File: config.mk
export PLATFORM = sky130hd
export DESIGN_NAME = mips_mc_controller
export DESIGN_NICKNAME = d
export VERILOG_FILES = /design/src/rtl/mips_pkg.sv /design/src/rtl/mips_mc_decode.sv /design/src/rtl/mips_mc_controller.sv
export SDC_FILE = /design/constraint.sdc
export NUM_CORES = 1
export LEC_CHECK = 0
export CAP_MARGIN = 25
export CORE_MARGIN = 3
export CORE_UTILIZATION = 50
export CTS_CLUSTER_SIZE = 10
export DETAILED_ROUTE_END_ITERATION = 8
export PLACE_DENSITY = 0.81
export SYNTH_ARGS = -nofsm -noshare
export SYNTH_HDL_FRONTEND = slang
export SYNTH_SLANG_ARGS = --single-unit
File: constraint.sdc
create_clock -name clk -period 3.1 [get_ports clk]
set_input_delay 0.465 -clock clk [delete_from_list [all_inputs] [get_ports clk]]
set_output_delay 0.465 -clock clk [all_outputs]
set_load 0.1 [all_outputs]
File: src/rtl/mips_pkg.sv
// rtl/mips_pkg.sv - shared MIPS encodings, state and select definitions
// Purpose: opcode/funct constants, controller state enum, instruction
//          class codes and the mux-select encodings shared by the
//          controller, its decoder and the datapath muxes.
// Ports:   none (package).
package mips_pkg;

    // Opcode field (IR[31:26])
    localparam logic [5:0] OP_RTYPE = 6'h00;
    localparam logic [5:0] OP_J     = 6'h02;
    localparam logic [5:0] OP_JAL   = 6'h03;
    localparam logic [5:0] OP_BEQ   = 6'h04;
    localparam logic [5:0] OP_ORI   = 6'h0D;
    localparam logic [5:0] OP_LUI   = 6'h0F;
    localparam logic [5:0] OP_LW    = 6'h23;
    localparam logic [5:0] OP_SW    = 6'h2B;

    // Funct field (IR[5:0]) for R-type
    localparam logic [5:0] FN_JR    = 6'h08;
    localparam logic [5:0] FN_ADDU  = 6'h21;
    localparam logic [5:0] FN_SUBU  = 6'h23;

    // PCSrc
    localparam logic [1:0] PCSRC_PC4 = 2'd0;
    localparam logic [1:0] PCSRC_BR  = 2'd1;
    localparam logic [1:0] PCSRC_JMP = 2'd2;
    localparam logic [1:0] PCSRC_REG = 2'd3;

    // Regdst
    localparam logic [1:0] REGDST_RT = 2'd0;
    localparam logic [1:0] REGDST_RD = 2'd1;
    localparam logic [1:0] REGDST_RA = 2'd2;

    // MemtoReg
    localparam logic [1:0] M2R_ALU = 2'd0;
    localparam logic [1:0] M2R_MEM = 2'd1;
    localparam logic [1:0] M2R_PC4 = 2'd2;

    // ALUOp
    localparam logic [2:0] ALUOP_ADD = 3'd0;
    localparam logic [2:0] ALUOP_SUB = 3'd1;
    localparam logic [2:0] ALUOP_OR  = 3'd2;
    localparam logic [2:0] ALUOP_LUI = 3'd3;

    // Sign (immediate extension)
    localparam logic [1:0] SIGN_ZERO  = 2'd0;
    localparam logic [1:0] SIGN_SEXT  = 2'd1;
    localparam logic [1:0] SIGN_UPPER = 2'd2;

    typedef enum logic [3:0] {
        S_FETCH,
        S_FWAIT,
        S_DECODE,
        S_EXE,
        S_MEM,
        S_MWAIT,
        S_WB,
        S_JUMP,
        S_ERR
    } state_t;

    // Instruction class: what path the FSM takes after DECODE.
    // C_ALU covers addu/subu/ori/lui (EXE then WB).
    typedef enum logic [2:0] {
        C_NOP,
        C_ALU,
        C_JR,
        C_LW,
        C_SW,
        C_BEQ,
        C_J,
        C_JAL
    } iclass_t;

    typedef struct packed {
        logic [1:0] regdst;
        logic [1:0] memtoreg;
        logic       alusrc;
        logic [2:0] aluop;
        logic [1:0] sign;
    } mux_sel_t;

endpackage

File: src/rtl/mips_mc_decode.sv
// rtl/mips_mc_decode.sv - opcode/funct to mux-select and class decoder
// Purpose: purely combinational map from the IR opcode and funct fields
//          to the datapath mux selects and an instruction class code.
//          Unsupported encodings decode as C_NOP with all selects 0.
// Ports:
//   i_option   in  6  opcode field
//   i_function in  6  funct field
//   o_sel      out    packed mux selects (regdst, memtoreg, alusrc, aluop, sign)
//   o_cls      out    instruction class
module mips_mc_decode
    import mips_pkg::*;
(
    input  logic [5:0] i_option,
    input  logic [5:0] i_function,
    output mux_sel_t   o_sel,
    output iclass_t    o_cls
);

    always_comb begin
        o_sel = '0;
        o_cls = C_NOP;
        case (i_option)
            OP_RTYPE: begin
                case (i_function)
                    FN_ADDU: begin
                        o_cls        = C_ALU;
                        o_sel.regdst = REGDST_RD;
                        o_sel.aluop  = ALUOP_ADD;
                    end
                    FN_SUBU: begin
                        o_cls        = C_ALU;
                        o_sel.regdst = REGDST_RD;
                        o_sel.aluop  = ALUOP_SUB;
                    end
                    FN_JR: begin
                        o_cls = C_JR;
                    end
                    default: ;
                endcase
            end
            OP_ORI: begin
                o_cls        = C_ALU;
                o_sel.alusrc = 1'b1;
                o_sel.aluop  = ALUOP_OR;
                o_sel.sign   = SIGN_ZERO;
            end
            OP_LUI: begin
                o_cls        = C_ALU;
                o_sel.alusrc = 1'b1;
                o_sel.aluop  = ALUOP_LUI;
                o_sel.sign   = SIGN_UPPER;
            end
            OP_LW: begin
                o_cls          = C_LW;
                o_sel.memtoreg = M2R_MEM;
                o_sel.alusrc   = 1'b1;
                o_sel.aluop    = ALUOP_ADD;
                o_sel.sign     = SIGN_SEXT;
            end
            OP_SW: begin
                o_cls        = C_SW;
                o_sel.alusrc = 1'b1;
                o_sel.aluop  = ALUOP_ADD;
                o_sel.sign   = SIGN_SEXT;
            end
            OP_BEQ: begin
                // Equality is judged by a subtract; the offset is signed.
                o_cls       = C_BEQ;
                o_sel.aluop = ALUOP_SUB;
                o_sel.sign  = SIGN_SEXT;
            end
            OP_J: begin
                o_cls = C_J;
            end
            OP_JAL: begin
                o_cls          = C_JAL;
                o_sel.regdst   = REGDST_RA;
                o_sel.memtoreg = M2R_PC4;
            end
            default: ;
        endcase
    end

endmodule

File: src/rtl/mips_mc_controller.sv
// rtl/mips_mc_controller.sv - multi-cycle MIPS control FSM
// Purpose: sequences each instruction through FETCH/FWAIT/DECODE/EXE/
//          MEM/MWAIT/WB/JUMP, stalls on the memory ready handshake,
//          traps memory timeouts into a terminal ERR state and counts
//          retired instructions (saturating).
// Ports:
//   clk, reset          clock; synchronous active-high reset
//   Option, Function    IR opcode / funct fields
//   Zero                ALU equality flag (beq)
//   mem_ready           memory completes the current request
//   mem_req, MemWrite   memory request / store qualifier
//   PCWr, IRWr          PC and IR write enables
//   PCSrc               next-PC select
//   Regdst, MemtoReg,
//   ALUSrc, ALUOp, Sign datapath mux selects
//   Regwrite            GPR write enable
//   bus_err             sticky memory-timeout flag
//   instr_cnt           retired-instruction counter
module mips_mc_controller
    import mips_pkg::*;
#(
    parameter int WAIT_LIMIT = 15,
    parameter int CNT_W      = 32
) (
    input  logic             clk,
    input  logic             reset,
    input  logic [5:0]       Option,
    input  logic [5:0]       Function,
    input  logic             Zero,
    input  logic             mem_ready,
    output logic             mem_req,
    output logic             MemWrite,
    output logic             PCWr,
    output logic             IRWr,
    output logic [1:0]       PCSrc,
    output logic [1:0]       Regdst,
    output logic [1:0]       MemtoReg,
    output logic             ALUSrc,
    output logic [2:0]       ALUOp,
    output logic [1:0]       Sign,
    output logic             Regwrite,
    output logic             bus_err,
    output logic [CNT_W-1:0] instr_cnt
);

    // Count value seen on the WAIT_LIMIT-th wait cycle (counter starts at 0).
    localparam logic [7:0] WAIT_LAST = 8'(WAIT_LIMIT - 1);

    state_t           r_state;
    state_t           w_next;
    logic [7:0]       r_wait_cnt;
    logic             r_bus_err;
    logic [CNT_W-1:0] r_instr_cnt;

    mux_sel_t         w_sel;
    iclass_t          w_cls;
    logic             w_retire;
    logic             w_timeout;
    logic             w_sel_valid;
    logic             w_in_wait;

    mips_mc_decode u_decode (
        .i_option   (Option),
        .i_function (Function),
        .o_sel      (w_sel),
        .o_cls      (w_cls)
    );

    assign w_in_wait = (r_state == S_FWAIT) || (r_state == S_MWAIT);
    assign w_timeout = w_in_wait && !mem_ready && (r_wait_cnt == WAIT_LAST);

    // Next state and state-qualified enables
    always_comb begin
        w_next   = r_state;
        mem_req  = 1'b0;
        MemWrite = 1'b0;
        PCWr     = 1'b0;
        IRWr     = 1'b0;
        PCSrc    = PCSRC_PC4;
        Regwrite = 1'b0;
        w_retire = 1'b0;

        case (r_state)
            S_FETCH: begin
                // mem_ready is ignored here: completion needs a wait cycle.
                mem_req = 1'b1;
                w_next  = S_FWAIT;
            end
            S_FWAIT: begin
                mem_req = 1'b1;
                if (mem_ready) begin
                    IRWr   = 1'b1;
                    PCWr   = 1'b1;
                    w_next = S_DECODE;
                end else if (w_timeout) begin
                    w_next = S_ERR;
                end
            end
            S_DECODE: begin
                if (w_cls == C_J || w_cls == C_JAL || w_cls == C_JR) begin
                    w_next = S_JUMP;
                end else begin
                    w_next = S_EXE;
                end
            end
            S_EXE: begin
                case (w_cls)
                    C_BEQ: begin
                        if (Zero) begin
                            PCWr  = 1'b1;
                            PCSrc = PCSRC_BR;
                        end
                        w_next   = S_FETCH;
                        w_retire = 1'b1;
                    end
                    C_NOP: begin
                        w_next   = S_FETCH;
                        w_retire = 1'b1;
                    end
                    C_LW, C_SW: w_next = S_MEM;
                    default:    w_next = S_WB;
                endcase
            end
            S_MEM: begin
                mem_req  = 1'b1;
                MemWrite = (w_cls == C_SW);
                w_next   = S_MWAIT;
            end
            S_MWAIT: begin
                mem_req  = 1'b1;
                MemWrite = (w_cls == C_SW);
                if (mem_ready) begin
                    if (w_cls == C_SW) begin
                        w_next   = S_FETCH;
                        w_retire = 1'b1;
                    end else begin
                        w_next = S_WB;
                    end
                end else if (w_timeout) begin
                    w_next = S_ERR;
                end
            end
            S_WB: begin
                Regwrite = 1'b1;
                w_next   = S_FETCH;
                w_retire = 1'b1;
            end
            S_JUMP: begin
                PCWr     = 1'b1;
                PCSrc    = (w_cls == C_JR) ? PCSRC_REG : PCSRC_JMP;
                Regwrite = (w_cls == C_JAL);
                w_next   = S_FETCH;
                w_retire = 1'b1;
            end
            S_ERR: begin
                w_next = S_ERR;
            end
            default: begin
                w_next = S_FETCH;
            end
        endcase

        // While reset is held, nothing reaches memory or the datapath even
        // though the registered state may not have returned to FETCH yet.
        if (reset) begin
            mem_req  = 1'b0;
            MemWrite = 1'b0;
            PCWr     = 1'b0;
            IRWr     = 1'b0;
            PCSrc    = PCSRC_PC4;
            Regwrite = 1'b0;
            w_retire = 1'b0;
        end
    end

    // Mux selects: valid from DECODE through the instruction's last state,
    // zero while the IR is still being fetched, in ERR and under reset.
    always_comb begin
        w_sel_valid = 1'b0;
        case (r_state)
            S_DECODE, S_EXE, S_MEM, S_MWAIT, S_WB, S_JUMP: w_sel_valid = !reset;
            default: w_sel_valid = 1'b0;
        endcase
        Regdst   = w_sel_valid ? w_sel.regdst   : REGDST_RT;
        MemtoReg = w_sel_valid ? w_sel.memtoreg : M2R_ALU;
        ALUSrc   = w_sel_valid ? w_sel.alusrc   : 1'b0;
        ALUOp    = w_sel_valid ? w_sel.aluop    : ALUOP_ADD;
        Sign     = w_sel_valid ? w_sel.sign     : SIGN_ZERO;
    end

    always_ff @(posedge clk) begin
        if (reset) begin
            r_state     <= S_FETCH;
            r_wait_cnt  <= '0;
            r_bus_err   <= 1'b0;
            r_instr_cnt <= '0;
        end else begin
            r_state <= w_next;

            // Cleared outside the wait states, so it is 0 on entry to either.
            if (w_in_wait) begin
                r_wait_cnt <= r_wait_cnt + 8'd1;
            end else begin
                r_wait_cnt <= '0;
            end

            if (w_next == S_ERR) begin
                r_bus_err <= 1'b1;
            end

            if (w_retire && (r_instr_cnt != '1)) begin
                r_instr_cnt <= r_instr_cnt + 1'b1;
            end
        end
    end

    assign bus_err   = r_bus_err;
    assign instr_cnt = r_instr_cnt;

endmodule

==> impl_results.md, run 1 <==
- Worst slew pin tran: 604 ps
- Share of cells above drive strength 1: 23.4%
- Synth area leader: dfxtp_1
- Hold Crit Class: reg -> reg
- RSZ-0062 raised after global routing: false
- Yosys warning count: 0
- #FFs+latches synth: 45
- Port bufs: 64
- EDFF count, synth: 0
- Layout area overhead: 36.8%
- Most frequent cells in the layout: buf_4, dfxtp_1, nor2_1
- Final worst path period need: 3050 ps
- Slowest cell on the critical path: or4_4
- Initial DRT Pass Iterations: 4
- # rows: 26
- Cell Pwr Density: 292 nW/um2
- WP data required: 2630 ps
- First-pass GRT wire length: 11,800 um
- RR Startpoint: instr_cnt[9]$_SDFFE_PP0P_
- Setup crit start: Option[3]
- CTS clock-pin slew for the worst setup and hold paths: 80 ps
- Ant. Diodes: 0
- Initial antenna violation count: 0
- Final Power: 0.00109 W
- Net Count, Synth: 365
- WP buf/inv: 2
- CTS tree: built
- Area of the core: 5200 um2
- Seq/Total Area, Yosys: 33.0%
- Startpoint types: input pin
- Synth top area share: 33.0%
- Vias/cell: 5.88
- Setup crit end kind: output port
- Post-synth top flop: dfxtp_1
- Initial drt markers: 167
- Non-filler cells, final: 485
- Area contributors post-synth: dfxtp_1, a21oi_1, or3_1, nor2_1, nand4_1
- CP max stage delay: 510 ps
- Final ANT Viol Nets: 0
- Num CTS Buffers: 5
- Worst hold start: r_wait_cnt[0]$_SDFF_PP0_
- Tcrit/Tclk final: 98.3%
- Worst VDD drop: 0.000214 V
- Clock Skew: 5.85 ps
- Hold Vio Cnt, Final: 0
- Max-slew violation count: 0
- Max_slew headroom: 59.4%
- Max cap viols: 0
- Fill cell count: 439
- Final setup vio count: 0
- Initial Utilization: 52.4%
- Layout net count: 434
- Worst skew pair latency: 300 ps
- Crit path DAT: 2580 ps
- Vias in the first global route: 2,618
- CP Class: in -> out
- Final instance area: 3730 um2
- Largest net degree at the start of global routing: 49
- Max Root-Sink Buffers: 2
- Clk sinks: 45
- Crit path max-delay family: simple AND/OR/NAND/NOR gates
- Via count: 2,851
- Syn Inst Count: 346
- Fmax: 0.328 GHz
- Htree depth: 2
- Avg Inst Size Synth: 7.88 um2
- # DRC: 0
- I/O Pins: 66
- Mean routed wirelength per cell: 14.6 um
- CP Cell Sequence: dlygate4sd2_1 -> or3_4 -> or4_4 -> nor2_4 -> or4b_4 -> a21oi_4 -> buf_12
- CP max FO: 2
- Clock root buffer: clkbuf_8
- Die Y: 79.9 um
- Commonest non-fill, non-tap cell in the layout: buf_4
- Syn Std Cell Area: 2730 um2
- Post-Route Setup TNS: 0 ps
- HPWL after DPL: 5260 um
- Die area: 6380 um2
- GRT overflow: 0
- Static Leak: 1.32 nW
- Placed Instances: 477
- Total wire length: 7080 um
- Total track usage: 22.5%
- Post-synth ARST share: 0%
- Status: finished, final reports clean
- Post-synth cell types: 57
- DIE WIDTH: 79.9 um
- # hold bufs at CTS: 0
- GPL Wtd Cong: 0.839
- DP Area: 3630 um2
state kept, by name, indices dropped and copies added, names as in the netlist:
register	count
instr_cnt	32
r_wait_cnt	8
r_state	4
bus_err	1
worst register-to-register path: cells and delay by family, from the launching register on:
kind | cells | cell delay (ps)
flip-flops | 1 | 430
AND/OR/NAND/NOR | 5 | 1540
multiplexers | 1 | 360
metrics by stage:
stage / utilization [%] / hold slack [ps] / setup WS [ps]
after CTS: 71.7 / 468 / 51.9
after global routing: 71.7 / 499 / 5.41
after global placement: 69.7 / 440 / -107
after floorplan: - / 426 / -492
final: 71.7 / 462 / 52.7
after detailed placement: 69.7 / 449 / -158
worst paths after layout:
check	slack (ps)	cells after the start	end
max	50	7	PCSrc[0]
min	460	1	r_wait_cnt[0]$_SDFF_PP0_
max reg2reg	670	6	instr_cnt[29]$_SDFFE_PP0P_
min reg2reg	460	1	r_wait_cnt[0]$_SDFF_PP0_
area by class of cell:
class	instances	area (um2)	share of cell area (%)
multi-input cells	273	1760	47.1
flip-flops and latches	45	901	24.1
repair buffers	83	870	23.3
well taps	70	87.6	2.35
clock buffers	6	82.6	2.21
inverters	7	26.3	0.704
clock inverters	1	7.51	0.201
Yosys cell counts, types with 5 or more instances:
| cell | n |
|---|---|
| o21ai_1 | 5 |
| or4_1 | 7 |
| nand4_1 | 14 |
| o21ai_0 | 15 |
| a31oi_1 | 5 |
| or3_1 | 21 |
| nand3_1 | 16 |
| mux2_1 | 7 |
| and3_1 | 5 |
| nor4_1 | 7 |
| nor3_1 | 15 |
| nand2_1 | 17 |
| a21oi_1 | 32 |
| dfxtp_1 | 45 |
| nor2_1 | 34 |
| clkbuf_1 | 11 |
| nand2b_1 | 6 |
| o31ai_1 | 5 |
| nor2b_1 | 10 |
| inv_1 | 6 |
where the power goes:
group | internal (W) | switching (W) | total (W)
clock network | 0.000176 | 0.000194 | 0.000371
registers | 0.000581 | 0.00000819 | 0.000589
logic | 0.0000524 | 0.0000780 | 0.000130
total | 0.000810 | 0.000281 | 0.00109
per-layer routing:
layer / part of all wire, % / GRT usage (%)
met1: 45 / 29.4
met2: 49 / 38.2
met3: 4.8 / 3.05
met4: 1.3 / 7.43
met5: 0 / 0
cells by family after synthesis:
group,after synthesis,share of synthesized area [%]
buffers and inverters,28,5.14
AOI/OAI and AO/OA,76,16.3
DFF,45,33.0
adders and majority gates,3,1.38
and+or+nand+nor,178,38.1
muxes,9,3.99
other,1,0.137
xor gates and xnor gates,6,1.93
repair_timing:
item	4_1_cts	5_1_grt
buffers inserted	1	0
gates resized for setup	6	0
endpoints found under the setup margin	1	0
No activity file was read; power rests on OpenSTA's default activity.
==> run 2: changes to the inputs <==
--- a/config.mk
+++ b/config.mk
@@ -11,6 +11,7 @@
 export CTS_CLUSTER_SIZE = 10
 export DETAILED_ROUTE_END_ITERATION = 8
 export PLACE_DENSITY = 0.81
+export SKIP_CTS_REPAIR_TIMING = 1
 export SYNTH_ARGS = -nofsm -noshare
 export SYNTH_HDL_FRONTEND = slang
 export SYNTH_SLANG_ARGS = --single-unit
==> impl_results.md, run 2 (same netlist as run 1, synthesis figures left out) <==
- Static Leak: 1.34 nW (was 1.32 nW)
- Worst slew pin tran: 605 ps (was 604 ps)
- Num CTS Buffers: 5 (unchanged)
- CTS clock-pin slew for the worst setup and hold paths: 80 ps (about the same)
- Layout net count: 434 (unchanged)
- GPL Wtd Cong: 0.839 (unchanged)
- Port bufs: 64 (unchanged)
- RSZ-0062 raised after global routing: false (unchanged)
- DIE WIDTH: 79.9 um (unchanged)
- Max-slew violation count: 0 (unchanged)
- Final worst setup slack: 169 ps (was 52.7 ps)
- Initial antenna violation count: 0 (unchanged)
- Post-Route Setup TNS: 0 ps (unchanged)
- Setup WS pre-CTS: -158 ps (unchanged)
- Worst skew pair latency: 300 ps (about the same)
- Htree depth: 2 (unchanged)
- Startpoint types: input pin (unchanged)
- Ant. Diodes: 0 (unchanged)
- Max Root-Sink Buffers: 2 (unchanged)
- CP Cell Sequence: dlymetal6s2s_1 -> or3_4 -> or4_4 -> nor2_4 -> or4b_4 -> a21oi_4 -> buf_12 (was dlygate4sd2_1 -> or3_4 -> or4_4 -> nor2_4 -> or4b_4 -> a21oi_4 -> buf_12)
- Tcrit/Tclk final: 94.5% (was 98.3%)
- CTS tree: built (unchanged)
- Total wire length: 7140 um (was 7080 um)
- Status: finished, final reports clean (unchanged)
- Hold Crit Class: reg -> reg (unchanged)
- Clock root buffer: clkbuf_8 (unchanged)
- Crit path DAT: 2470 ps (was 2580 ps)
- # rows: 26 (unchanged)
- Layout area overhead: 37.2% (was 36.8%)
- Area of the core: 5200 um2 (unchanged)
- Initial drt markers: 170 (was 167)
- Multi-input logic area: 1760 um2 (unchanged)
- Total track usage: 22.5% (about the same)
- Initial DRT Pass Iterations: 5 (was 4)
- Clk sinks: 45 (unchanged)
- Die area: 6380 um2 (unchanged)
- Vias in the first global route: 2,615 (was 2,618)
- Max reg flops: 32 (unchanged)
- Cell Pwr Density: 292 nW/um2 (about the same)
- Max cap viols: 0 (unchanged)
- Fill cell count: 434 (was 439)
- Final worst path period need: 2930 ps (was 3050 ps)
- Final setup vio count: 0 (unchanged)
- CP max FO: 2 (unchanged)
- Mean routed wirelength per cell: 14.7 um (was 14.6 um)
- Largest net degree at the start of global routing: 49 (unchanged)
- I/O Pins: 66 (unchanged)
- Final ANT Viol Nets: 0 (unchanged)
- # DRC: 0 (unchanged)
- Worst VDD drop: 0.000215 V (was 0.000214 V)
- Via count: 2,891 (was 2,851)
- Commonest non-fill, non-tap cell in the layout: buf_4 (unchanged)
- Hold Vio Cnt, Final: 0 (unchanged)
- CP max stage delay: 510 ps (about the same)
- Max_slew headroom: 59.3% (was 59.4%)
- Die Y: 79.9 um (unchanged)
- WP data required: 2630 ps (about the same)
- Fmax: 0.341 GHz (was 0.328 GHz)
- Most frequent cells in the layout: buf_4, dfxtp_1, nor2_1 (unchanged)
- Share of cells above drive strength 1: 23.4% (unchanged)
- Slowest cell on the critical path: or4_4 (unchanged)
- GRT overflow: 0 (unchanged)
- Vias/cell: 5.96 (was 5.88)
- CP Class: in -> out (unchanged)
- First-pass GRT wire length: 11,800 um (about the same)
- Clock Skew: 5.73 ps (was 5.85 ps)
- Register cell area after layout: 901 um2 (unchanged)
- HPWL after DPL: 5260 um (unchanged)
- Setup crit end kind: output port (unchanged)
- Initial Utilization: 52.4% (unchanged)
[run 2: cell count changes in the layout (fill, tap and decap cells not counted), sizes merged]
cell          previous run  this run
dlygate4sd2              3         0
dlymetal6s2s             0         3
[run 2: worst max-delay path, delay by kind of cell]
kind	cells	cell delay, ps
buffers and inverters	2	320
AO/OA/AOI/OAI	1	160
AND/OR/NAND/NOR	4	1520
[run 2: final cells by class]
type,instances,share of cell area (%)
well taps,70,2.34
multi-input cells,273,46.9
inverters,7,0.702
repair buffers,83,23.5
clock buffers,6,2.21
flip-flops and latches,45,24.1
clock inverters,1,0.201
[run 2: report_power, final]
part           internal, W  leakage [nW]  switching, W
logic            0.0000532         0.938     0.0000784
registers         0.000581         0.363    0.00000808
clock network     0.000176        0.0433      0.000194
total             0.000810          1.34      0.000281
[run 2: per-stage QoR]
step,hold WS [ps],std cells,utilization (%),total power [W],instance area (um2)
floorplan,426,346,-,0.000678,2790
global placement,440,477,69.7,0.000730,3630
detailed placement,449,477,69.7,0.000733,3630
CTS,468,484,71.4,0.00110,3720
global route,499,485,71.9,0.00113,3740
finish,462,485,71.9,0.00109,3740
[run 2: final timing paths]
path / start / to / slack, ps / cells after the start
worst max register to register: instr_cnt[9]$_SDFFE_PP0P_ / instr_cnt[29]$_SDFFE_PP0P_ / 660 / 6
worst max-delay path: Option[1] / PCSrc[0] / 170 / 7
worst min register to register: r_wait_cnt[0]$_SDFF_PP0_ / r_wait_cnt[0]$_SDFF_PP0_ / 460 / 1
worst min-delay path: r_wait_cnt[0]$_SDFF_PP0_ / r_wait_cnt[0]$_SDFF_PP0_ / 460 / 1
[run 2: routing by layer]
layer,global-route usage [%],wire length [um]
met1,29.2,3220
met2,38.2,3470
met3,3.05,359
met4,7.43,91
met5,0,0
==> run 3: changes to the inputs <==
--- a/config.mk
+++ b/config.mk
@@ -6,11 +6,11 @@
 export NUM_CORES = 1
 export LEC_CHECK = 0
 export CAP_MARGIN = 25
+export CORE_ASPECT_RATIO = 0.5
 export CORE_MARGIN = 3
-export CORE_UTILIZATION = 50
+export CORE_UTILIZATION = 36
 export CTS_CLUSTER_SIZE = 10
 export DETAILED_ROUTE_END_ITERATION = 8
-export PLACE_DENSITY = 0.81
 export SKIP_CTS_REPAIR_TIMING = 1
 export SYNTH_ARGS = -nofsm -noshare
 export SYNTH_HDL_FRONTEND = slang
==> impl_results.md, run 3 (same netlist as run 1, synthesis figures left out) <==
- CTS clock-pin slew for the worst setup and hold paths: 60 ps (was 80 ps)
- Reg2reg setup slack: 710 ps (was 660 ps)
- Startpoint types: input pin (unchanged)
- Worst reg2reg path depth: 8 (was 6)
- Total track usage: 17.0% (was 22.5%)
- RSZ-0062 raised after global routing: false (unchanged)
- Worst skew pair latency: 280 ps (was 300 ps)
- # rows: 21 (was 26)
- Initial antenna violation count: 0 (unchanged)
- Final setup vio count: 0 (unchanged)
- Max reg flops: 32 (unchanged)
- Hold Vio Cnt, Final: 0 (unchanged)
- HPWL after DPL: 5500 um (was 5260 um)
- Max_slew headroom: 55.5% (was 59.3%)
- RR Startpoint: r_state[1]$_SDFF_PP0_ (was instr_cnt[9]$_SDFFE_PP0P_)
- Worst slew pin tran: 661 ps (was 605 ps)
- Max-slew violation count: 0 (unchanged)
- Setup crit end kind: output port (unchanged)
- Initial Utilization: 38.9% (was 52.4%)
- Final ANT Viol Nets: 0 (unchanged)
- Clk sinks: 45 (unchanged)
- GRT overflow: 0 (unchanged)
- WP data required: 2630 ps (about the same)
- Area of the core: 7020 um2 (was 5200 um2)
- Final instance area: 3820 um2 (was 3740 um2)
- Port bufs: 64 (unchanged)
- Clock Skew: 5.75 ps (was 5.73 ps)
- Commonest non-fill, non-tap cell in the layout: buf_4 (unchanged)
- Reg-to-reg endpoint: instr_cnt[8]$_SDFFE_PP0P_ (was instr_cnt[29]$_SDFFE_PP0P_)
- Max cap viols: 0 (unchanged)
- Fill cell count: 662 (was 434)
- Htree depth: 2 (unchanged)
- Tcrit/Tclk final: 95.8% (was 94.5%)
- CP Class: in -> out (unchanged)
- Final worst path period need: 2970 ps (was 2930 ps)
- Num CTS Buffers: 5 (unchanged)
- Static Leak: 1.37 nW (was 1.34 nW)
- Fmax: 0.337 GHz (was 0.341 GHz)
- Setup crit start: Option[1] (unchanged)
- Mean routed wirelength per cell: 14.5 um (was 14.7 um)
- Layout net count: 432 (was 434)
- Most frequent cells in the layout: buf_4, dfxtp_1, nor2_1 (unchanged)
- CP max FO: 5 (was 2)
- Die area: 8720 um2 (was 6380 um2)
- Ant. Diodes: 0 (unchanged)
- Share of cells above drive strength 1: 23.0% (was 23.4%)
- Die Y: 67.6 um (was 79.9 um)
- Total wire length: 7320 um (was 7140 um)
- Largest net degree at the start of global routing: 45 (was 49)
- Worst setup path end: PCSrc[0] (unchanged)
- # DRC: 0 (unchanged)
- First-pass GRT wire length: 12,100 um (was 11,800 um)
- Via count: 2,808 (was 2,891)
- Vias in the first global route: 2,615 (unchanged)
- Crit path DAT: 2510 ps (was 2470 ps)
- Cell Pwr Density: 341 nW/um2 (was 292 nW/um2)
- Layout area overhead: 40.2% (was 37.2%)
- I/O Pins: 66 (unchanged)
- Initial DRT Pass Iterations: 5 (unchanged)
- Hold Crit Class: reg -> reg (unchanged)
- DP Area: 3650 um2 (was 3630 um2)
- Clock root buffer: clkbuf_16 (was clkbuf_8)
- Worst VDD drop: 0.000246 V (was 0.000215 V)
- Status: finished, final reports clean (unchanged)
- Vias/cell: 5.56 (was 5.96)
- Initial drt markers: 145 (was 170)
- DIE WIDTH: 129 um (was 79.9 um)
- Post-Route Setup TNS: 0 ps (unchanged)
- Max Root-Sink Buffers: 2 (unchanged)
- CTS tree: built (unchanged)
- GPL Wtd Cong: 0.846 (was 0.839)
-- run 3: area by class of cell --
| class | instances | area, um2 | share of cell area (%) |
|---|---|---|---|
| multi-input combinational | 273 | 1760 | 45.9 |
| sequential | 45 | 901 | 23.6 |
| timing repair buffer | 81 | 866 | 22.6 |
| clock buffer | 5 | 125 | 3.27 |
| tap | 92 | 115 | 3.01 |
| clock inverter | 2 | 35.0 | 0.916 |
| inverter | 7 | 26.3 | 0.687 |
-- run 3: worst min path at each step --
stage | start | endpoint | slack (ps) | cells after the start
6_report | r_wait_cnt[0]$_SDFF_PP0_ | r_wait_cnt[0]$_SDFF_PP0_ | 470 | 1
2_1_floorplan | r_wait_cnt[0]$_SDFF_PP0_ | r_wait_cnt[0]$_SDFF_PP0_ | 430 | 1
4_1_cts | r_wait_cnt[0]$_SDFF_PP0_ | r_wait_cnt[0]$_SDFF_PP0_ | 470 | 1
3_5_place_dp | r_wait_cnt[0]$_SDFF_PP0_ | r_wait_cnt[0]$_SDFF_PP0_ | 460 | 1
3_3_place_gp | r_wait_cnt[0]$_SDFF_PP0_ | r_wait_cnt[0]$_SDFF_PP0_ | 440 | 1
5_1_grt | r_wait_cnt[0]$_SDFF_PP0_ | r_wait_cnt[0]$_SDFF_PP0_ | 500 | 1
-- run 3: critical path, cell delays in order --
cell            delay (ps)
dlymetal6s2s_1         160
or3_4                  400
or4_4                  520
nor2_4                 130
or4b_4                 480
a21oi_4                160
buf_12                 190
-- run 3: routing by layer --
metal / routed length (um) / share of wire, % / up-vias / global-route usage (%)
li1: - / - / 1420 / -
met1: 3510 / 48 / 1321 / 21.1
met2: 3480 / 48 / 61 / 30.0
met3: 276 / 3.8 / 6 / 4.34
met4: 51 / 0.70 / 0 / 3.53
met5: 0 / 0 / - / 0
-- run 3: through the flow --
stage / setup WS (ps) / instances / util, % / hold WS (ps) / power, W
floorplan: -492 / 346 / - / 426 / 0.000678
global placement: -146 / 498 / 52.0 / 443 / 0.000730
detailed placement: -193 / 498 / 52.0 / 460 / 0.000732
CTS: -205 / 505 / 54.3 / 475 / 0.00132
global route: 86.5 / 505 / 54.5 / 500 / 0.00136
finish: 129 / 505 / 54.5 / 468 / 0.00130
-- run 3: power by group --
group	total [W]	leakage [nW]	switching [W]	internal [W]
Sequential	0.000590	0.363	0.00000783	0.000582
Combinational	0.000129	0.926	0.0000771	0.0000523
Clock	0.000585	0.0797	0.000211	0.000374
